[src/rtl/id_issue_buffer.sv]
// Fetch-to-decode issue buffer: a circular FIFO of {pc, instr, exc} entries with load-use interlock.
// Optional combinational bypass of an empty buffer is enabled by defining ID_ISSUE_BYPASS_EN.
module id_issue_buffer #(
  parameter int unsigned DEPTH = 4,
  parameter int unsigned EXC_W = 8
) (
  input  logic                       clk,
  input  logic                       resetn,
  input  logic                       flush,
  input  logic                       if_valid,
  output logic                       if_ready,
  input  logic [31:0]                if_pc,
  input  logic [31:0]                if_instr,
  input  logic [EXC_W-1:0]           if_exc,
  output logic                       id_valid,
  input  logic                       id_ready,
  output logic [31:0]                id_pc,
  output logic [31:0]                id_instr,
  output logic [EXC_W-1:0]           id_exc,
  input  logic                       id_rs_read,
  input  logic                       id_rt_read,
  input  logic [4:0]                 exe_rt,
  input  logic                       exe_readmem,
  output logic                       hazard_stall,
  output logic                       exe_bubble,
  output logic [$clog2(DEPTH):0]     count
);

  localparam int unsigned PW = (DEPTH > 1) ? $clog2(DEPTH) : 1;
  localparam int unsigned CW = $clog2(DEPTH) + 1;

  logic [31:0]      pc_mem    [DEPTH];
  logic [31:0]      instr_mem [DEPTH];
  logic [EXC_W-1:0] exc_mem   [DEPTH];

  logic [PW-1:0] rd_q, rd_d;
  logic [PW-1:0] wr_q, wr_d;
  logic [CW-1:0] count_q, count_d;

  logic empty, full, bypass, consume, push, pop;

  assign empty    = (count_q == '0);
  assign full     = (count_q == CW'(DEPTH));
  assign if_ready = !full;

`ifdef ID_ISSUE_BYPASS_EN
  assign bypass = empty && if_valid;
`else
  assign bypass = 1'b0;
`endif

  assign id_valid = !empty || bypass;
  assign id_pc    = bypass ? if_pc    : pc_mem[rd_q];
  assign id_instr = bypass ? if_instr : instr_mem[rd_q];
  assign id_exc   = bypass ? if_exc   : exc_mem[rd_q];

  assign hazard_stall = id_valid && exe_readmem && (exe_rt != 5'd0) &&
                        ((id_rs_read && (exe_rt == id_instr[25:21])) ||
                         (id_rt_read && (exe_rt == id_instr[20:16])));
  assign exe_bubble   = hazard_stall;

  assign consume = id_valid && id_ready && !hazard_stall && !flush;
  // A bypassed entry that decode takes this cycle never touches storage.
  assign pop  = consume && !bypass;
  assign push = if_valid && if_ready && !flush && !(bypass && consume);

  always_comb begin
    rd_d    = rd_q;
    wr_d    = wr_q;
    count_d = count_q;
    if (flush) begin
      rd_d    = '0;
      wr_d    = '0;
      count_d = '0;
    end else begin
      if (push) wr_d = wr_q + PW'(1);
      if (pop)  rd_d = rd_q + PW'(1);
      if (push && !pop)      count_d = count_q + CW'(1);
      else if (pop && !push) count_d = count_q - CW'(1);
    end
  end

  always_ff @(posedge clk or negedge resetn) begin
    if (!resetn) begin
      rd_q    <= '0;
      wr_q    <= '0;
      count_q <= '0;
    end else begin
      rd_q    <= rd_d;
      wr_q    <= wr_d;
      count_q <= count_d;
    end
  end

  always_ff @(posedge clk) begin
    if (push) begin
      pc_mem[wr_q]    <= if_pc;
      instr_mem[wr_q] <= if_instr;
      exc_mem[wr_q]   <= if_exc;
    end
  end

  assign count = count_q;

endmodule
[config.mk]
export PLATFORM = sky130hd
export DESIGN_NAME = id_issue_buffer
export DESIGN_NICKNAME = d
export VERILOG_FILES = /design/src/rtl/id_issue_buffer.sv
export SDC_FILE = /design/constraint.sdc
export NUM_CORES = 1
export LEC_CHECK = 0
export ABC_AREA = 1
export CELL_PAD_IN_SITES_DETAIL_PLACEMENT = 0
export CELL_PAD_IN_SITES_GLOBAL_PLACEMENT = 2
export CORE_MARGIN = 2
export CORE_UTILIZATION = 25
export CTS_CLUSTER_DIAMETER = 100
export DETAILED_ROUTE_END_ITERATION = 10
export MAX_ROUTING_LAYER = met4
export PLACE_DENSITY = 0.61
export SLEW_MARGIN = 20
export SYNTH_ARGS = -nofsm -noshare
export SYNTH_HDL_FRONTEND = slang
export SYNTH_SLANG_ARGS = --single-unit
[constraint.sdc]
create_clock -name clk -period 9.3 [get_ports clk]
set_clock_uncertainty 0.05 [all_clocks]
set_input_delay 1.86 -clock clk [delete_from_list [all_inputs] [get_ports clk]]
set_output_delay 1.86 -clock clk [all_outputs]
set_load 0.05 [all_outputs]
==> metrics.csv, run 1 <==
stage,metric,value,unit
outcome,outcome,finished clean,
placement,hpwl dp,16310,µm
clock_network,clock slew at reported path FFs,0.05,ns
synthesis,post-synthesis cell area,11460,µm²
synthesis,"Seq/Total Area, Yosys",76.97,%
synthesis,Most used DFF post-synth,edfxtp_1,
sta,RSZ-0062 raised after global routing,false,
drt,DR iter-0 viols,306,
clock_network,worst skew pair latency,0.52,ns
sta,final setup fails,0,
synthesis,synthesized flop and latch total,295,
die,Initial Utilization,25.31,%
power,Lkg Pwr,0.005025,µW
synthesis,Synth cell types,26,
layout,fin util,32.76,%
clock_network,CTS tree,done,
placement,Placer Congestion,0.7307,
placement,port bufs,163,
worst_setup_path,worst path required time,7.39,ns
min_path,Hold WC Path Type,flip-flop to flip-flop,
die,Die X,218.1,µm
drt,vias per cell,4.317,
synthesis,Post-synth EDFFs,288,
worst_setup_path,crit path DAT,4.20,ns
drt,number of vias after detailed routing,7075,
global_route,antenna violations before repair,2,
synthesis,async set-reset flop share out of synthesis,2.373,%
drt,drt drc,0,
clock_network,CTS resizes,0,
global_route,first-pass GRT wire length,43660,µm
layout,fraction of layout cells with a size suffix above 1,8.100,%
drt,Routed WL per cell,17.67,µm
synthesis,cell count after synthesis,847,
die,die area,47580,µm²
sta,Setup TNS,0,ns
clock_network,CTS H-tree depth,2,
layout,Area Overhead vs Synth,29.43,%
drt,WL final,28960,µm
clock_network,Clock Path Buffers,3,
sta,Highest Clock Rate,0.1637,GHz
sta,post-route minimum period,6.109,ns
sta,Slew @ Worst Pin,1.115,ns
global_route,All-Layer GR Usage,12.54,%
synthesis,most common cell in the netlist,edfxtp_1,
clock_network,Clock Tree Root,clkbuf_16,
power,power per cell area,308.3,nW/µm²
sta,max-slew violations,0,
die,core area,45280,µm²
job,maxcap violations,0,
sta,Fin. Hold Viols,0,
layout,Multi-input gate area,2321,µm²
worst_setup_path,Critical Path Fanout Max,98,
drt,TritonRoute pass-1 iters,4,
sta,Final Cycle Share,65.69,%
drt,Detail Route Antenna Nets,0,
synthesis,Syn Nets,937,
layout,Layout Cells excl Fill,1639,
worst_setup_path,crit path capture type,output pin,
global_route,largest net degree at the start of global routing,99,
sta,Slew Limit Headroom,25.66,%
power,Worst IR Drop VDD,0.0001945,V
die,Site Rows,78,
clock_network,number of CTS-inserted buffers,35,
synthesis,dominant cell type by area after synthesis,edfxtp_1,
synthesis,top-area cell type share of the netlist area,75.44,%
synthesis,mean post-synth cell area,13.53,µm²
layout,Register Area,8828,µm²
worst_setup_path,crit path launch type,flip-flop,
synthesis,Post-synth top cells,"edfxtp_1 (288), nor2_1 (138), o21ai_0 (127), nand2_1 (87), o22ai_1 (62)",
clock_network,Clock Sinks,295,
placement,Inst Count DP,1575,
synthesis,Yosys warnings,0,
clock_network,CTS Hold Bufs,0,
layout,fillcell total,4581,
die,Die Span Y,218.1,µm
clock_network,post-CTS setup buffers,0,
worst_setup_path,CP Class,flip-flop to output pin,
global_route,total congestion overflow,0,
layout,# nets final,1102,
global_route,number of global-route vias before repair,7104,
synthesis,ranking of synthesized cells by area,"edfxtp_1 (75%), o21ai_0 (5.5%), nor2_1 (4.5%), o22ai_1 (3.4%), nand2_1 (2.8%)",
die,IO Pins,164,
## cell type report
cell class,instances,share of cell area [%]
diodes,2,0.03373
clock buffers,49,6.401
clock inverters,13,0.8770
inverters,32,0.8265
multi-input cells,472,15.64
flip-flops and latches,295,59.50
well taps,600,5.060
repair buffers,176,11.65
## metrics by stage
stage	power [µW]	setup WS (ns)	area, µm²	hold WS [ns]
after floorplan	2751	3.322	11460	0.5294
after global placement	3348	3.481	13750	0.5076
after detailed placement	3343	3.498	13750	0.5199
after CTS	4656	3.106	14830	0.5334
after global routing	4803	2.892	14840	0.5887
final	4574	3.191	14840	0.5315
## where the power goes
group          total, µW  internal (µW)  switching (µW)
sequential          1620           1560            61.9
clock               1290            771             519
combinational       1670            486            1180
## cells in the final DEF, fill, tap and decap left out
cell,n
a21oi_1,2
a21oi_4,1
a31oi_1,1
buf_4,13
bufinv_16,2
clkbuf_1,13
clkbuf_16,36
clkdlybuf4s50_1,163
clkinv_1,3
clkinv_2,5
clkinv_4,1
clkinv_8,1
dfrtp_1,5
dfrtp_2,1
dfrtp_4,1
diode_2,2
edfxtp_1,288
fa_1,1
ha_1,4
inv_1,30
inv_2,1
inv_4,1
inv_6,1
nand2_1,87
nand2_2,4
nand2_4,2
nand3_1,30
nand3_2,10
nor2_1,134
nor2_4,4
nor3_1,1
o21ai_0,127
o22ai_1,62
o311ai_0,1
xnor2_1,1
## worst max-delay path, stage by stage, from the launching register on
cell and delay (ns):
dfrtp_4 0.74, inv_4 0.53, buf_4 0.85, o21ai_0 0.17, o22ai_1 0.35, clkdlybuf4s50_1 0.88
## path summary, 6_finish.rpt
| path | startpoint | end | slack, ns | depth (start not counted) |
|---|---|---|---|---|
| worst min register to register | count[0] | count[0] | 0.53 | 2 |
| worst min-delay path | count[0] | count[0] | 0.53 | 2 |
| worst max-delay path | rd_q[0] | id_pc[12] | 3.19 | 5 |
| max in group asynchronous | resetn | rd_q[0] | 7.29 | 1 |
| worst max register to register | rd_q[0] | count[2] | 5.59 | 19 |
| min in group asynchronous | resetn | rd_q[0] | 1.59 | 1 |
## routing by layer
metal | vias to the layer above | share of wire [%] | GRT usage, %
li1 | 3428 | - | -
met4 | 0 | 1.7 | 2.971
met1 | 3458 | 47 | 16.04
met5 | - | 0 | -
met3 | 37 | 5.9 | 3.883
met2 | 152 | 46 | 19.46
## registers in the layout (all words and copies together) (netlist names)
register / flops
rd_q: 2
instr_mem: 128
count: 3
pc_mem: 128
exc_mem: 32
wr_q: 2
## cells by family (layout without fill, tap and decap cells)
kind of cell | Yosys count | in the layout | synth area share (%)
other | 0 | 2 | 0
flip-flops | 295 | 295 | 76.97
XOR/XNOR | 1 | 1 | 0.07642
AO/OA/AOI/OAI | 194 | 194 | 9.288
AND/OR/NAND/NOR | 272 | 272 | 10.01
buffers and inverters | 80 | 270 | 3.045
adder cells (fa/ha/maj) | 5 | 5 | 0.6112
Note: power is estimated with default switching activity, not from simulation.
==> inputs of run 2 (changes only) <==
==> constraint.sdc (replaced) <==
create_clock -name clk -period 6 [get_ports clk]
set_clock_uncertainty 0.05 [all_clocks]
set_input_delay 1.2 -clock clk [delete_from_list [all_inputs] [get_ports clk]]
set_output_delay 1.2 -clock clk [all_outputs]
set_load 0.05 [all_outputs]
==> metrics.csv, run 2 (synthesized netlist as in run 1, its figures left out) <==
stage,metric,value,unit,change
layout,most frequent cells in the layout,"edfxtp_1 (288), clkdlybuf4s50_1 (163), nor2_1 (134)",,
layout,"commonest non-fill, non-tap cell in the layout",edfxtp_1,,
global_route,largest net degree at the start of global routing,97,,-2.0%
drt,TritonRoute pass-1 iters,5,,+1
global_route,first-pass GRT wire length,43660,µm,about the same
sta,Highest Clock Rate,0.2060,GHz,
clock_network,Clock Sinks,295,,unchanged
die,die area,47580,µm²,unchanged
global_route,met2 Use GR,18.85,%,-0.61 points
sta,Final Cycle Share,80.89,%,
placement,dpl ws,1.514,ns,-1.984 ns
worst_setup_path,R2R depth,19,,unchanged
placement,hpwl dp,16990,µm,+4.2%
layout,fillcell total,4512,,-1.5%
die,Site Rows,78,,unchanged
worst_setup_path,Critical Path Fanout Max,55,,-44%
clock_network,CTS Hold Bufs,0,,unchanged
placement,port bufs,163,,unchanged
power,Worst IR Drop VDD,0.0003471,V,+78%
layout,Multi-input gate area,2321,µm²,unchanged
worst_setup_path,crit path capture type,output pin,,
worst_setup_path,worst path required time,4.75,ns,-2.64 ns
global_route,Global Route met1 Usage,17.08,%,+1.0 points
clock_network,number of CTS-inserted buffers,35,,unchanged
outcome,outcome,finished clean,,
die,IO Pins,164,,unchanged
clock_network,CTS resizes,0,,unchanged
job,maxcap violations,0,,unchanged
die,core area,45280,µm²,unchanged
clock_network,Clock Path Buffers,3,,unchanged
layout,fraction of layout cells with a size suffix above 1,8.285,%,+0.18 points
sta,final setup fails,0,,unchanged
drt,vias per cell,4.356,,+0.90%
min_path,Hold WC Path Type,flip-flop to flip-flop,,
sta,RSZ-0062 raised after global routing,false,,
layout,post-route cell area,14950,µm²,+0.74%
global_route,met3 GRT Util,2.923,%,-0.96 points
layout,fin util,33.01,%,+0.24 points
layout,Register Area,8828,µm²,unchanged
drt,drt drc,0,,unchanged
global_route,Top Usage Layer GRT,met2,,
global_route,number of global-route vias before repair,7042,,-0.87%
placement,Placer Congestion,0.7221,,-1.2%
sta,post-route minimum period,4.854,ns,
layout,Top Registers,"instr_mem: 128 flops, pc_mem: 128 flops, exc_mem: 32 flops",,
clock_network,post-CTS setup buffers,0,,unchanged
die,Initial Utilization,25.31,%,unchanged
power,Lkg Pwr,0.005065,µW,+0.79%
die,Die Span Y,218.1,µm,unchanged
drt,DR iter-0 viols,297,,-2.9%
drt,Routed WL per cell,17.84,µm,+0.93%
global_route,antenna violations before repair,4,,+2
drt,Detail Route Antenna Nets,0,,unchanged
sta,Fin. Hold Viols,0,,unchanged
sta,max-slew violations,0,,unchanged
sta,Setup TNS,0,ns,unchanged
drt,number of vias after detailed routing,7152,,+1.1%
worst_setup_path,crit path launch type,flip-flop,,
sta,Slew @ Worst Pin,0.7386,ns,-0.3764 ns
global_route,All-Layer GR Usage,12.55,%,about the same
clock_network,CTS tree,done,,
clock_network,CTS H-tree depth,2,,unchanged
clock_network,clock slew at reported path FFs,0.06,ns,about the same
power,Tot Pwr,7202,µW,+57%
layout,Area Overhead vs Synth,30.39,%,
layout,# nets final,1104,,+0.18%
worst_setup_path,CP Class,flip-flop to output pin,,
die,Die X,218.1,µm,unchanged
power,power per cell area,481.9,nW/µm²,+56%
min_path,Worst Hold Path Cells,2,,unchanged
global_route,total congestion overflow,0,,unchanged
clock_network,Clock Tree Root,clkbuf_16,,
sta,Slew Limit Headroom,50.76,%,+25 points
worst_setup_path,crit path DAT,3.60,ns,-0.60 ns
drt,WL final,29290,µm,+1.1%
clock_network,worst skew pair latency,0.50,ns,-0.02 ns
sta,worst setup margin,1.146,ns,-2.045 ns
placement,Placed Area,13800,µm²,+0.38%
==> run 2: final timing paths <==
check | startpoint | endpoint | slack, ns
hold / removal | count[0] | count[0] | 0.51
min in group asynchronous | resetn | count[0] | 0.93
hold reg to reg | count[0] | count[0] | 0.51
setup reg to reg | rd_q[0] | count[2] | 2.65
max in group asynchronous | resetn | rd_q[0] | 4.66
setup / recovery | rd_q[0] | exe_bubble | 1.15
==> run 2: where the power goes <==
group	internal (µW)	leakage, µW	total (µW)	switching (µW)
combinational	767	0.00182	2640	1880
clock	1290	0.000545	2080	787
sequential	2410	0.00270	2480	68.6
==> run 2: metal layers <==
layer / vias up / wire length [µm]
met1: 3492 / 13960
met4: 0 / 511
met3: 42 / 1693
met2: 175 / 13130
met5: - / 0
li1: 3443 / -
==> run 2: metrics by stage <==
step / instances / hold slack, ns
floorplan: 847 / 0.5294
global placement: 1577 / 0.5022
detailed placement: 1577 / 0.5016
CTS: 1638 / 0.5177
global route: 1642 / 0.5773
finish: 1642 / 0.5120
==> run 2: worst max-delay path, stage by stage, from the launching register on <==
cell and delay, ns:
dfrtp_4 0.70, buf_4 0.62, nand2_1 0.13, nand3_2 0.12, nand2_1 0.08, nand2_1 0.06
nand2_1 0.05, nor2_1 0.13, nand3_1 0.08, nand2_1 0.08, nand2_2 0.10, inv_1 0.09
clkdlybuf4s50_1 0.80
==> run 2: cell type report <==
class                           instances  share of cell area (%)
Antenna cell                            4                 0.06697
Clock buffer                           45                   6.395
Clock inverter                         16                   1.180
Inverter                               32                  0.8204
Multi-Input combinational cell        472                   15.53
Sequential cell                       295                   59.07
Tap cell                              600                   5.023
Timing Repair Buffer                  178                   11.92
==> inputs of run 3 (changes only) <==
==> constraint.sdc (replaced) <==
create_clock -name clk -period 4.8 [get_ports clk]
set_clock_uncertainty 0.05 [all_clocks]
set_input_delay 0.96 -clock clk [delete_from_list [all_inputs] [get_ports clk]]
set_output_delay 0.96 -clock clk [all_outputs]
set_load 0.05 [all_outputs]
==> metrics.csv, run 3 (synthesized netlist as in run 1, its figures left out) <==
stage,metric,value,unit,change
worst_setup_path,crit path launch type,flip-flop,,
worst_setup_path,r2r setup slk,1.98,ns,-0.67 ns
clock_network,number of CTS-inserted buffers,35,,unchanged
layout,Top Registers,"instr_mem: 128 flops, pc_mem: 128 flops, exc_mem: 32 flops",,
clock_network,worst skew pair latency,0.53,ns,+0.03 ns
drt,TritonRoute pass-1 iters,5,,unchanged
power,power per cell area,594.3,nW/µm²,+23%
min_path,hold path start,count[0],,
placement,Inst Count DP,1578,,+0.063%
sta,Fin. Hold Viols,0,,unchanged
worst_setup_path,Critical Path Fanout Max,109,,+98%
drt,DR iter-0 viols,323,,+8.8%
global_route,first-pass GRT wire length,42320,µm,-3.1%
drt,vias per cell,4.287,,-1.6%
clock_network,CTS resizes,0,,unchanged
sta,Highest Clock Rate,0.2385,GHz,
layout,"commonest non-fill, non-tap cell in the layout",edfxtp_1,,
min_path,hold endpoint,count[0],,
clock_network,CTS H-tree depth,2,,unchanged
die,core area,45280,µm²,unchanged
layout,fraction of layout cells with a size suffix above 1,8.181,%,-0.10 points
worst_setup_path,R2R depth,19,,unchanged
outcome,outcome,finished clean,,
placement,Placer Congestion,0.7086,,-1.9%
clock_network,Clock Path Buffers,3,,unchanged
drt,number of vias after detailed routing,7043,,-1.5%
layout,Area Overhead vs Synth,30.02,%,
clock_network,Clock Tree Root,clkbuf_16,,
die,Site Rows,78,,unchanged
drt,drt drc,0,,unchanged
min_path,Worst Hold Path Cells,2,,unchanged
die,Initial Utilization,25.31,%,unchanged
job,maxcap violations,0,,unchanged
clock_network,post-CTS setup buffers,0,,unchanged
drt,Detail Route Antenna Nets,0,,unchanged
die,Die X,218.1,µm,unchanged
min_path,Hold WC Path Type,flip-flop to flip-flop,,
worst_setup_path,crit path capture type,output pin,,
layout,Layout Cells excl Fill,1643,,+0.061%
die,IO Pins,164,,unchanged
sta,max-slew violations,0,,unchanged
global_route,largest net degree at the start of global routing,110,,+13%
clock_network,CTS Hold Bufs,0,,unchanged
sta,Slew @ Worst Pin,0.6652,ns,-0.07342 ns
die,die area,47580,µm²,unchanged
global_route,All-Layer GR Usage,12.20,%,-0.36 points
sta,post-route minimum period,4.192,ns,
die,Die Span Y,218.1,µm,unchanged
worst_setup_path,worst path required time,3.79,ns,-0.96 ns
sta,final setup fails,0,,unchanged
placement,port bufs,163,,unchanged
worst_setup_path,CP max-delay cell,clkdlybuf4s50_1,,
worst_setup_path,crit path DAT,3.18,ns,-0.42 ns
placement,hpwl dp,16220,µm,-4.5%
worst_setup_path,r2r startpoint,rd_q[0],,
worst_setup_path,Reg-to-Reg End,count[2],,
worst_setup_path,Critical path buffers and inverters,3,,unchanged
clock_network,clock slew at reported path FFs,0.05,ns,about the same
sta,RSZ-0062 raised after global routing,false,,
sta,Slew Limit Headroom,55.65,%,+4.9 points
power,Lkg Pwr,0.005044,µW,-0.42%
worst_setup_path,Crit path largest cell delay,0.85,ns,+0.05 ns
global_route,antenna violations before repair,4,,unchanged
layout,# nets final,1105,,+0.091%
clock_network,Clock Sinks,295,,unchanged
placement,Placed Area,13820,µm²,+0.14%
global_route,total congestion overflow,0,,unchanged
worst_setup_path,"critical path, cell by cell","buf_12, buf_4, o21ai_0, o22ai_1, clkdlybuf4s50_1",,
layout,post-route cell area,14900,µm²,-0.28%
drt,Routed WL per cell,17.25,µm,-3.3%
layout,most frequent cells in the layout,"edfxtp_1 (288), clkdlybuf4s50_1 (163), nor2_1 (134)",,
power,Worst IR Drop VDD,0.0003070,V,-12%
clock_network,CTS tree,done,,
global_route,number of global-route vias before repair,6884,,-2.2%
sta,Final Cycle Share,87.34,%,
drt,WL final,28340,µm,-3.2%
worst_setup_path,family with the most delay on the worst path,buffers and inverters,,
worst_setup_path,CP Class,flip-flop to output pin,,
run 3: worst min-delay path, delay by kind of cell (launching register included):
family	cells	cell delay, ns
flops	1	0.40
simple gates	2	0.15
run 3: stage by stage:
stage          total power, µW  setup slack, ns  utilization [%]  hold slack (ns)  setup TNS [ns]
6_report                  8858           0.6078            32.91           0.5258               0
3_5_place_dp              6509           0.8138            30.53           0.5158               0
5_1_grt                   9318           0.3704            32.91           0.5658               0
4_1_cts                   9027           0.4831            32.89           0.5297               0
2_1_floorplan             5331          -0.6929                -           0.5294         -199.55
3_3_place_gp              6519           0.7884            30.53           0.4987               0
run 3: final cells by class:
cell class | instances | area, µm²
Multi-Input combinational cell | 472 | 2321
Clock buffer | 48 | 945.9
Sequential cell | 295 | 8828
Timing Repair Buffer | 179 | 1802
Fill cell | 4554 | 30380
Antenna cell | 4 | 10.01
Tap cell | 600 | 750.7
Inverter | 32 | 122.6
Clock inverter | 13 | 123.9
run 3: worst max-delay path by stage:
stage	startpoint	end	depth (start not counted)
floorplan	count[0]	exc_mem[0][0]	6
global placement	exe_rt[2]	hazard_stall	10
detailed placement	exe_rt[0]	exe_bubble	10
CTS	rd_q[0]	id_instr[12]	5
global route	rd_q[0]	hazard_stall	12
finish	rd_q[0]	id_instr[12]	5
run 3: power by group:
part           switching [µW]  internal (µW)  total (µW)
clock                     976           1490        2460
combinational            2360            970        3330
sequential               46.4           3020        3060
total                    3390           5470        8860
run 3: per-layer routing:
layer / wire (µm) / global-route usage [%] / up-vias
met5: 0 / - / -
met3: 2191 / 4.718 / 45
li1: - / - / 3430
met2: 12740 / 18.32 / 165
met1: 12890 / 15.36 / 3403
met4: 516 / 3.265 / 0
